File: config.mk
export PLATFORM = sky130hd
export DESIGN_NAME = data_cache
export DESIGN_NICKNAME = d
export VERILOG_FILES = /design/src/rtl/dcache_pkg.sv /design/src/rtl/dcache_data_array.sv /design/src/rtl/data_cache.sv
export SDC_FILE = /design/constraint.sdc
export NUM_CORES = 2
export LEC_CHECK = 0
export ABC_AREA = 1
export CAP_MARGIN = 20
export CELL_PAD_IN_SITES_DETAIL_PLACEMENT = 0
export CELL_PAD_IN_SITES_GLOBAL_PLACEMENT = 2
export CORE_MARGIN = 4
export CORE_UTILIZATION = 45
export CTS_CLUSTER_DIAMETER = 30
export DETAILED_ROUTE_END_ITERATION = 16
export DONT_BUFFER_PORTS = 1
export PLACE_DENSITY = 0.81
export SLEW_MARGIN = 25
export SYNTH_ARGS = -nofsm -noshare
export SYNTH_HDL_FRONTEND = slang
export SYNTH_SLANG_ARGS = --single-unit
File: constraint.sdc
create_clock -name clk -period 5.6 [get_ports clk]
set_input_delay 0.56 -clock clk [delete_from_list [all_inputs] [get_ports clk]]
set_output_delay 0.56 -clock clk [all_outputs]
set_load 0.005 [all_outputs]
File: src/rtl/dcache_pkg.sv
// Shared configuration, FSM state codes and field/lane helpers for the data cache.
// The helpers take field positions as arguments so any legal geometry can reuse them.
package dcache_pkg;
    localparam int DEF_XLEN           = 32;
    localparam int DEF_NUM_LINES      = 16;
    localparam int DEF_WORDS_PER_LINE = 4;
    localparam int OFFSET_W           = $clog2(DEF_WORDS_PER_LINE);
    localparam int INDEX_W            = $clog2(DEF_NUM_LINES);
    localparam int TAG_W              = DEF_XLEN - INDEX_W - OFFSET_W - 2;

    localparam logic [1:0] ST_IDLE      = 2'd0;
    localparam logic [1:0] ST_WRITEBACK = 2'd1;
    localparam logic [1:0] ST_FILL      = 2'd2;

    // Lane 0 sits in the most significant byte of the word.
    typedef logic [0:3][7:0] lanes_t;

    function automatic logic [DEF_XLEN-1:0] addr_field(logic [DEF_XLEN-1:0] addr, int lsb, int width);
        return (addr >> lsb) & ((DEF_XLEN'(1) << width) - DEF_XLEN'(1));
    endfunction

    function automatic logic [DEF_XLEN-1:0] word_offset(logic [DEF_XLEN-1:0] addr, int off_w);
        return addr_field(addr, 2, off_w);
    endfunction

    function automatic logic [DEF_XLEN-1:0] line_index(logic [DEF_XLEN-1:0] addr, int off_w, int idx_w);
        return addr_field(addr, 2 + off_w, idx_w);
    endfunction

    function automatic logic [DEF_XLEN-1:0] line_tag(logic [DEF_XLEN-1:0] addr, int off_w, int idx_w);
        return addr >> (2 + off_w + idx_w);
    endfunction

    function automatic logic [DEF_XLEN-1:0] lanes_to_word(lanes_t lanes);
        return lanes;
    endfunction

    function automatic lanes_t word_to_lanes(logic [DEF_XLEN-1:0] word);
        return word;
    endfunction
endpackage

File: src/rtl/dcache_data_array.sv
// Word storage for the cache lines: one combinational read port and one
// synchronous write port with per-byte enables.
module dcache_data_array #(
    parameter int XLEN  = 32,
    parameter int DEPTH = 64,
    parameter int AW    = $clog2(DEPTH)
) (
    input  logic                clk,
    input  logic [AW-1:0]       rd_addr,
    output logic [XLEN-1:0]     rd_data,
    input  logic                wr_en,
    input  logic [AW-1:0]       wr_addr,
    input  logic [XLEN/8-1:0]   wr_be,
    input  logic [XLEN-1:0]     wr_data
);
    logic [XLEN-1:0] words [DEPTH];

    assign rd_data = words[rd_addr];

    always_ff @(posedge clk) begin
        if (wr_en) begin
            for (int b = 0; b < XLEN / 8; b++) begin
                if (wr_be[b]) words[wr_addr][b*8 +: 8] <= wr_data[b*8 +: 8];
            end
        end
    end
endmodule

File: src/rtl/data_cache.sv
// Direct-mapped write-back / write-allocate data cache. Hits finish in the request
// cycle; misses hold mem_ready low while the line is written back and refilled.
module data_cache
    import dcache_pkg::*;
#(
    parameter int XLEN           = DEF_XLEN,
    parameter int NUM_LINES      = DEF_NUM_LINES,
    parameter int WORDS_PER_LINE = DEF_WORDS_PER_LINE
) (
    input  logic            clk,
    input  logic            rst_b,
    input  logic [XLEN-1:0] mem_addr,
    input  logic [7:0]      mem_data_in [0:3],
    output logic [7:0]      mem_data_out [0:3],
    input  logic            mem_write_en,
    input  logic            mem_read_en,
    output logic            mem_ready,
    output logic            bk_req,
    output logic            bk_we,
    output logic [XLEN-1:0] bk_addr,
    output logic [XLEN-1:0] bk_wdata,
    input  logic [XLEN-1:0] bk_rdata,
    input  logic            bk_ack
);
    localparam int OFF_BITS = $clog2(WORDS_PER_LINE);
    localparam int IDX_BITS = $clog2(NUM_LINES);
    localparam int TAG_BITS = XLEN - IDX_BITS - OFF_BITS - 2;

    logic [1:0]          state;
    logic [OFF_BITS-1:0] beat;
    logic [NUM_LINES-1:0] valid, dirty;
    logic [TAG_BITS-1:0] tags [NUM_LINES];

    logic [IDX_BITS-1:0] idx;
    logic [OFF_BITS-1:0] off, rd_off, wr_off;
    logic [TAG_BITS-1:0] req_tag, bk_tag;
    logic                req, is_store, hit, last_beat, fill_done;
    logic [XLEN-1:0]     rd_word, store_word, wr_word;
    logic                wr_en;
    lanes_t              in_lanes, out_lanes;

    assign idx       = IDX_BITS'(line_index(mem_addr, OFF_BITS, IDX_BITS));
    assign off       = OFF_BITS'(word_offset(mem_addr, OFF_BITS));
    assign req_tag   = TAG_BITS'(line_tag(mem_addr, OFF_BITS, IDX_BITS));
    assign req       = mem_write_en | mem_read_en;
    assign is_store  = mem_write_en;
    assign hit       = valid[idx] && (tags[idx] == req_tag);
    assign last_beat = (beat == OFF_BITS'(WORDS_PER_LINE - 1));
    assign fill_done = (state == ST_FILL) && bk_ack && last_beat;

    assign mem_ready = (state == ST_IDLE) && (!req || hit);

    always_comb begin
        for (int i = 0; i < 4; i++) in_lanes[i] = mem_data_in[i];
        store_word = lanes_to_word(in_lanes);
        out_lanes  = word_to_lanes(rd_word);
        for (int i = 0; i < 4; i++) mem_data_out[i] = out_lanes[i];
    end

    // The read port walks the victim line during writeback, otherwise serves the core.
    assign rd_off  = (state == ST_WRITEBACK) ? beat : off;
    assign wr_off  = (state == ST_FILL) ? beat : off;
    assign wr_word = (state == ST_FILL) ? bk_rdata : store_word;
    assign wr_en   = !rst_b && (((state == ST_IDLE) && req && hit && is_store) ||
                                ((state == ST_FILL) && bk_ack));

    dcache_data_array #(
        .XLEN (XLEN),
        .DEPTH(NUM_LINES * WORDS_PER_LINE),
        .AW   (IDX_BITS + OFF_BITS)
    ) u_data (
        .clk    (clk),
        .rd_addr({idx, rd_off}),
        .rd_data(rd_word),
        .wr_en  (wr_en),
        .wr_addr({idx, wr_off}),
        .wr_be  ({(XLEN/8){1'b1}}),
        .wr_data(wr_word)
    );

    // Core holds the request stable during a miss, so idx/req_tag stay valid for every beat.
    assign bk_tag   = (state == ST_WRITEBACK) ? tags[idx] : req_tag;
    assign bk_req   = (state != ST_IDLE);
    assign bk_we    = (state == ST_WRITEBACK);
    assign bk_addr  = bk_req ? {bk_tag, idx, beat, 2'b00} : '0;
    assign bk_wdata = bk_we ? rd_word : '0;

    always_ff @(posedge clk) begin
        if (rst_b) begin
            state <= ST_IDLE;
            beat  <= '0;
            valid <= '0;
            dirty <= '0;
        end else begin
            case (state)
                ST_IDLE: begin
                    if (req && hit && is_store) begin
                        dirty[idx] <= 1'b1;
                    end else if (req && !hit) begin
                        beat  <= '0;
                        state <= (valid[idx] && dirty[idx]) ? ST_WRITEBACK : ST_FILL;
                    end
                end
                ST_WRITEBACK: begin
                    if (bk_ack) begin
                        beat <= last_beat ? '0 : beat + 1'b1;
                        if (last_beat) state <= ST_FILL;
                    end
                end
                ST_FILL: begin
                    if (bk_ack) begin
                        beat <= last_beat ? '0 : beat + 1'b1;
                        if (last_beat) begin
                            valid[idx] <= 1'b1;
                            dirty[idx] <= 1'b0;
                            state      <= ST_IDLE;
                        end
                    end
                end
                default: state <= ST_IDLE;
            endcase
        end
    end

    always_ff @(posedge clk) begin
        if (!rst_b && fill_done) tags[idx] <= req_tag;
    end
endmodule

==> metrics.txt <==
# TYPE chip_impl_metric gauge
chip_impl_info{name="status",value="finished clean"} 1
chip_impl_metric{name="clockPowerShare",unit="%"} 46.5
chip_impl_metric{name="core_region_area",unit="sq um"} 217000
chip_impl_metric{name="grt_pass1_wl",unit="um"} 452600
chip_impl_metric{name="avgViaCountPerCell",unit=""} 5.897
chip_impl_info{name="startpoint",value="state[1]"} 1
chip_impl_metric{name="setup_violations",unit=""} 0
chip_impl_metric{name="clock_sink_count",unit=""} 2468
chip_impl_metric{name="floorplan.initialDensity",unit="%"} 45.19
chip_impl_info{name="hold_path.class",value="input port to register"} 1
chip_impl_metric{name="yosys.area.top_type_share",unit="%"} 74.49
chip_impl_metric{name="clk_path_buf_depth",unit=""} 4
chip_impl_info{name="crit_path_start_kind",value="register"} 1
chip_impl_metric{name="p_seq_share",unit="%"} 36.8
chip_impl_metric{name="grt_pass1_vias",unit=""} 63475
chip_impl_metric{name="worst_ir_drop_vdd",unit="mV"} 0.7433
chip_impl_metric{name="min_period_over_period",unit="%"} 97.52
chip_impl_metric{name="area_growth",unit="%"} 22.32
chip_impl_metric{name="largest_net_degree_at_the_start_of_global_routing",unit=""} 183
chip_impl_info{name="rr_startpoint",value="tags[14][8]"} 1
chip_impl_metric{name="final.setup_skew",unit="ns"} 0.1037
chip_impl_metric{name="cellInternalPower",unit="mW"} 43.22
chip_impl_metric{name="die_h",unit="um"} 474.8
chip_impl_metric{name="ctsHtreeMaxLevel",unit=""} 5
chip_impl_metric{name="timing.fmax",unit="MHz"} 183.1
chip_impl_metric{name="met3WireLength",unit="um"} 32830
chip_impl_metric{name="layout.filler_cells",unit=""} 17662
chip_impl_metric{name="async_reset_ff_share",unit="%"} 0
chip_impl_metric{name="critical_path_arrival",unit="ns"} 4.90
chip_impl_info{name="postSynth.topFlopCell",value="sky130_fd_sc_hd__edfxtp_1"} 1
chip_impl_metric{name="layout.cell_area.non_filler",unit="sq um"} 119900
chip_impl_metric{name="whs_path_depth",unit=""} 2
chip_impl_info{name="synthTopCellsByCount",value="2432 x sky130_fd_sc_hd__edfxtp_1, 1433 x sky130_fd_sc_hd__nand2_1, 1228 x sky130_fd_sc_hd__nor2_1"} 1
chip_impl_metric{name="routed_wl",unit="um"} 320300
chip_impl_metric{name="io-pin-count",unit=""} 200
chip_impl_metric{name="final-instance-count-excl-fill",unit=""} 11411
chip_impl_metric{name="yosysSeqAreaShare",unit="%"} 75.23
chip_impl_metric{name="power_density",unit="nW/um^2"} 503.0
chip_impl_info{name="min_from",value="mem_data_in[6]"} 1
chip_impl_metric{name="synthesis.instances",unit=""} 7833
chip_impl_metric{name="num-nets-final",unit=""} 8259
chip_impl_info{name="tritoncts",value="yes"} 1
chip_impl_info{name="crit_path_end_kind",value="output port"} 1
chip_impl_metric{name="cellLeakagePower",unit="nW"} 40.94
chip_impl_metric{name="ys_warn_count",unit=""} 0
chip_impl_metric{name="timing.final.hold_violations",unit=""} 0
chip_impl_metric{name="crit_path_max_fanout",unit=""} 108
chip_impl_metric{name="post_synth.cell_area_avg",unit="sq um"} 12.52
chip_impl_info{name="post-synth-top-count-cell",value="sky130_fd_sc_hd__edfxtp_1"} 1
chip_impl_info{name="top_signal_layer_used",value="met5"} 1
chip_impl_metric{name="clock_insertion_delay_worst_skew",unit="ns"} 1.01
chip_impl_metric{name="placed_cells_incl_taps",unit=""} 10493
chip_impl_metric{name="die_w",unit="um"} 474.8
chip_impl_metric{name="firstDrtPassIters",unit=""} 6
chip_impl_metric{name="num_rows",unit=""} 171
chip_impl_metric{name="ff2ff_path_depth",unit=""} 20
chip_impl_metric{name="p_switching",unit="mW"} 17.10
chip_impl_metric{name="all_layer_global_routing_usage",unit="%"} 27.83
chip_impl_info{name="post-synth-top-area-cell",value="sky130_fd_sc_hd__edfxtp_1"} 1
chip_impl_metric{name="required",unit="ns"} 5.04
chip_impl_metric{name="synth_area",unit="sq um"} 98040
chip_impl_metric{name="finalWorstPathRequiredPeriod",unit="ns"} 5.461
chip_impl_metric{name="routabilityCongestion",unit=""} 0.8205
chip_impl_metric{name="max_slew_margin",unit="%"} 26.65
chip_impl_metric{name="place.detailed.hpwl",unit="um"} 175600
chip_impl_metric{name="yosysUniqueCellTypes",unit=""} 43
chip_impl_info{name="setup_repair_after_global_routing_missed_its_margin",value="true"} 1
chip_impl_metric{name="wire_length_on_met1",unit="um"} 129300
chip_impl_metric{name="worst_slew_pin_slew",unit="ns"} 1.100
chip_impl_metric{name="cap_violations",unit=""} 0
chip_impl_info{name="ctsRootBufferMaster",value="sky130_fd_sc_hd__clkbuf_16"} 1
chip_impl_metric{name="instance_area_after_placement",unit="sq um"} 103500
chip_impl_metric{name="first_drt_iteration_drcs",unit=""} 8139
chip_impl_metric{name="slew_viol_final",unit=""} 0
chip_impl_metric{name="synth.ff_latch_count",unit=""} 2468
chip_impl_metric{name="grt-ovfl-total",unit=""} 0
chip_impl_metric{name="floorplan.die_area",unit="sq um"} 225400
chip_impl_metric{name="cts_made_buffers",unit=""} 481
chip_impl_metric{name="io_buffer_count",unit=""} 0
chip_impl_metric{name="synth_edf_count",unit=""} 2432
chip_impl_info{name="path_class",value="register to output port"} 1
chip_impl_metric{name="detail-route-antenna-nets",unit=""} 0
chip_impl_metric{name="initial_antenna_violation_count",unit=""} 12
chip_impl_metric{name="swShare",unit="%"} 28.36
chip_impl_metric{name="routedWlPerCell",unit="um"} 28.07
chip_impl_metric{name="met2RoutedLength",unit="um"} 146700
chip_impl_metric{name="power.share.combinational",unit="%"} 16.6
chip_impl_info{name="synth_area_leaders",value="sky130_fd_sc_hd__edfxtp_1 74%, sky130_fd_sc_hd__o21ai_0 5.6%, sky130_fd_sc_hd__nand2_1 5.5%"} 1
chip_impl_metric{name="final_layout_size_suffix_gt1_share",unit="%"} 14.40
chip_impl_metric{name="dr_vias",unit=""} 67294
chip_impl_metric{name="clk_pin_slew",unit="ns"} 0.05
chip_impl_metric{name="drc",unit=""} 0
[per-layer routing]
| layer | vias up | GRT usage [%] |
|---|---|---|
| li1 | 29346 | - |
| met1 | 33852 | 38.32 |
| met2 | 3506 | 43.25 |
| met3 | 586 | 6.643 |
| met4 | 4 | 10.25 |
| met5 | - | 0 |
[worst paths after layout]
| kind | endpoint | slack (ns) |
|---|---|---|
| max | bk_wdata[28] | 0.14 |
| min | u_data.words[43][6] | 0.07 |
| max reg2reg | u_data.words[1][2] | 1.31 |
| min reg2reg | valid[11] | 0.46 |
[power groups by stage]
stage                     Sequential [mW]  Clock [mW]  Combinational [mW]
after global placement               22.5           0                9.50
after detailed placement             22.5           0                9.74
after floorplan                      22.6           0                5.83
after CTS                            22.2        28.3                9.88
after global routing                 22.2        29.3                10.8
final                                22.2        28.1                10.0
[sequential cells by signal, summed over array words and instances (netlist names), named ones only]
register      flops
beat              2
tags            384
state             2
u_data.words   2048
valid            16
[critical path, cell delays in order (launching register included)]
cell                       delay (ns)
sky130_fd_sc_hd__dfxtp_1         0.34
sky130_fd_sc_hd__inv_1           0.13
sky130_fd_sc_hd__ha_4            0.44
sky130_fd_sc_hd__nand2_1         0.13
sky130_fd_sc_hd__o21a_4          0.18
sky130_fd_sc_hd__inv_8           0.52
sky130_fd_sc_hd__buf_4           0.42
sky130_fd_sc_hd__buf_4           0.27
sky130_fd_sc_hd__o21ai_0         0.11
sky130_fd_sc_hd__o22ai_1         0.14
sky130_fd_sc_hd__a22o_1          0.18
sky130_fd_sc_hd__a21oi_1         0.07
sky130_fd_sc_hd__o211ai_1        0.54
sky130_fd_sc_hd__and2_1          0.24
[timing repair]
action,CTS,global route
endpoints found under the hold margin,413,0
hold buffers,30,0
setup buffers,1,1
setup endpoints to repair,14,15
pin swaps,0,0
gates resized for setup,2,2
[cell families (layout without fill, tap and decap cells)]
| family | after synthesis | in the layout | share of synthesized area (%) |
|---|---|---|---|
| AO/OA/AOI/OAI | 1872 | 1872 | 10.78 |
| buffers and inverters | 633 | 1348 | 2.615 |
| adder cells (fa/ha/maj) | 4 | 4 | 0.05105 |
| flip-flops | 2468 | 2468 | 75.23 |
| other | 1 | 10 | 0.003825 |
| AND/OR/NAND/NOR | 2855 | 2855 | 11.33 |
[cell type report]
type	instances	area [sq um]	share of cell area, %
Sequential cell	2468	73750	61.50
Multi-Input combinational cell	4733	22550	18.80
Clock buffer	543	12370	10.32
Inverter	123	486.7	0.4059
Antenna cell	8	20.02	0.01669
Timing Repair Buffer	347	3500	2.918
Tap cell	2854	3571	2.978
Clock inverter	335	3669	3.059
[placed cells by master (no fill, tap or decap), drive strengths merged, types with 10 or more instances in the layout]
cell type / netlist / routed
dlygate4sd3: 0 / 30
clkbuf: 362 / 543
dfxtp: 36 / 36
a21oi: 90 / 90
buf: 148 / 317
bufinv: 0 / 64
o211ai: 10 / 10
a41oi: 15 / 15
nor3: 15 / 15
nor2: 1232 / 1232
nand4: 61 / 61
o21ai: 1109 / 1109
nand3: 90 / 90
clkinv: 3 / 171
clkinvlp: 0 / 68
a221oi: 14 / 14
edfxtp: 2432 / 2432
inv: 120 / 155
a22o: 96 / 96
o22ai: 516 / 516
nand2: 1440 / 1440
[metrics by stage]
stage / hold slack, ns / setup TNS (ns) / worst slack (ns) / utilization [%] / power, mW
after floorplan: 0.4286 / 0 / 0.7935 / - / 28.45
after global placement: 0.4382 / 0 / 0.5164 / 47.62 / 32.04
after detailed placement: 0.4461 / 0 / 0.5493 / 47.70 / 32.28
after CTS: 0.003234 / 0 / 0.007208 / 55.25 / 60.38
after global routing: 0.08456 / -0.003758 / -0.003758 / 55.27 / 62.36
final: 0.07403 / 0 / 0.1386 / 55.27 / 60.32
Note: power is estimated with default switching activity, not from simulation.
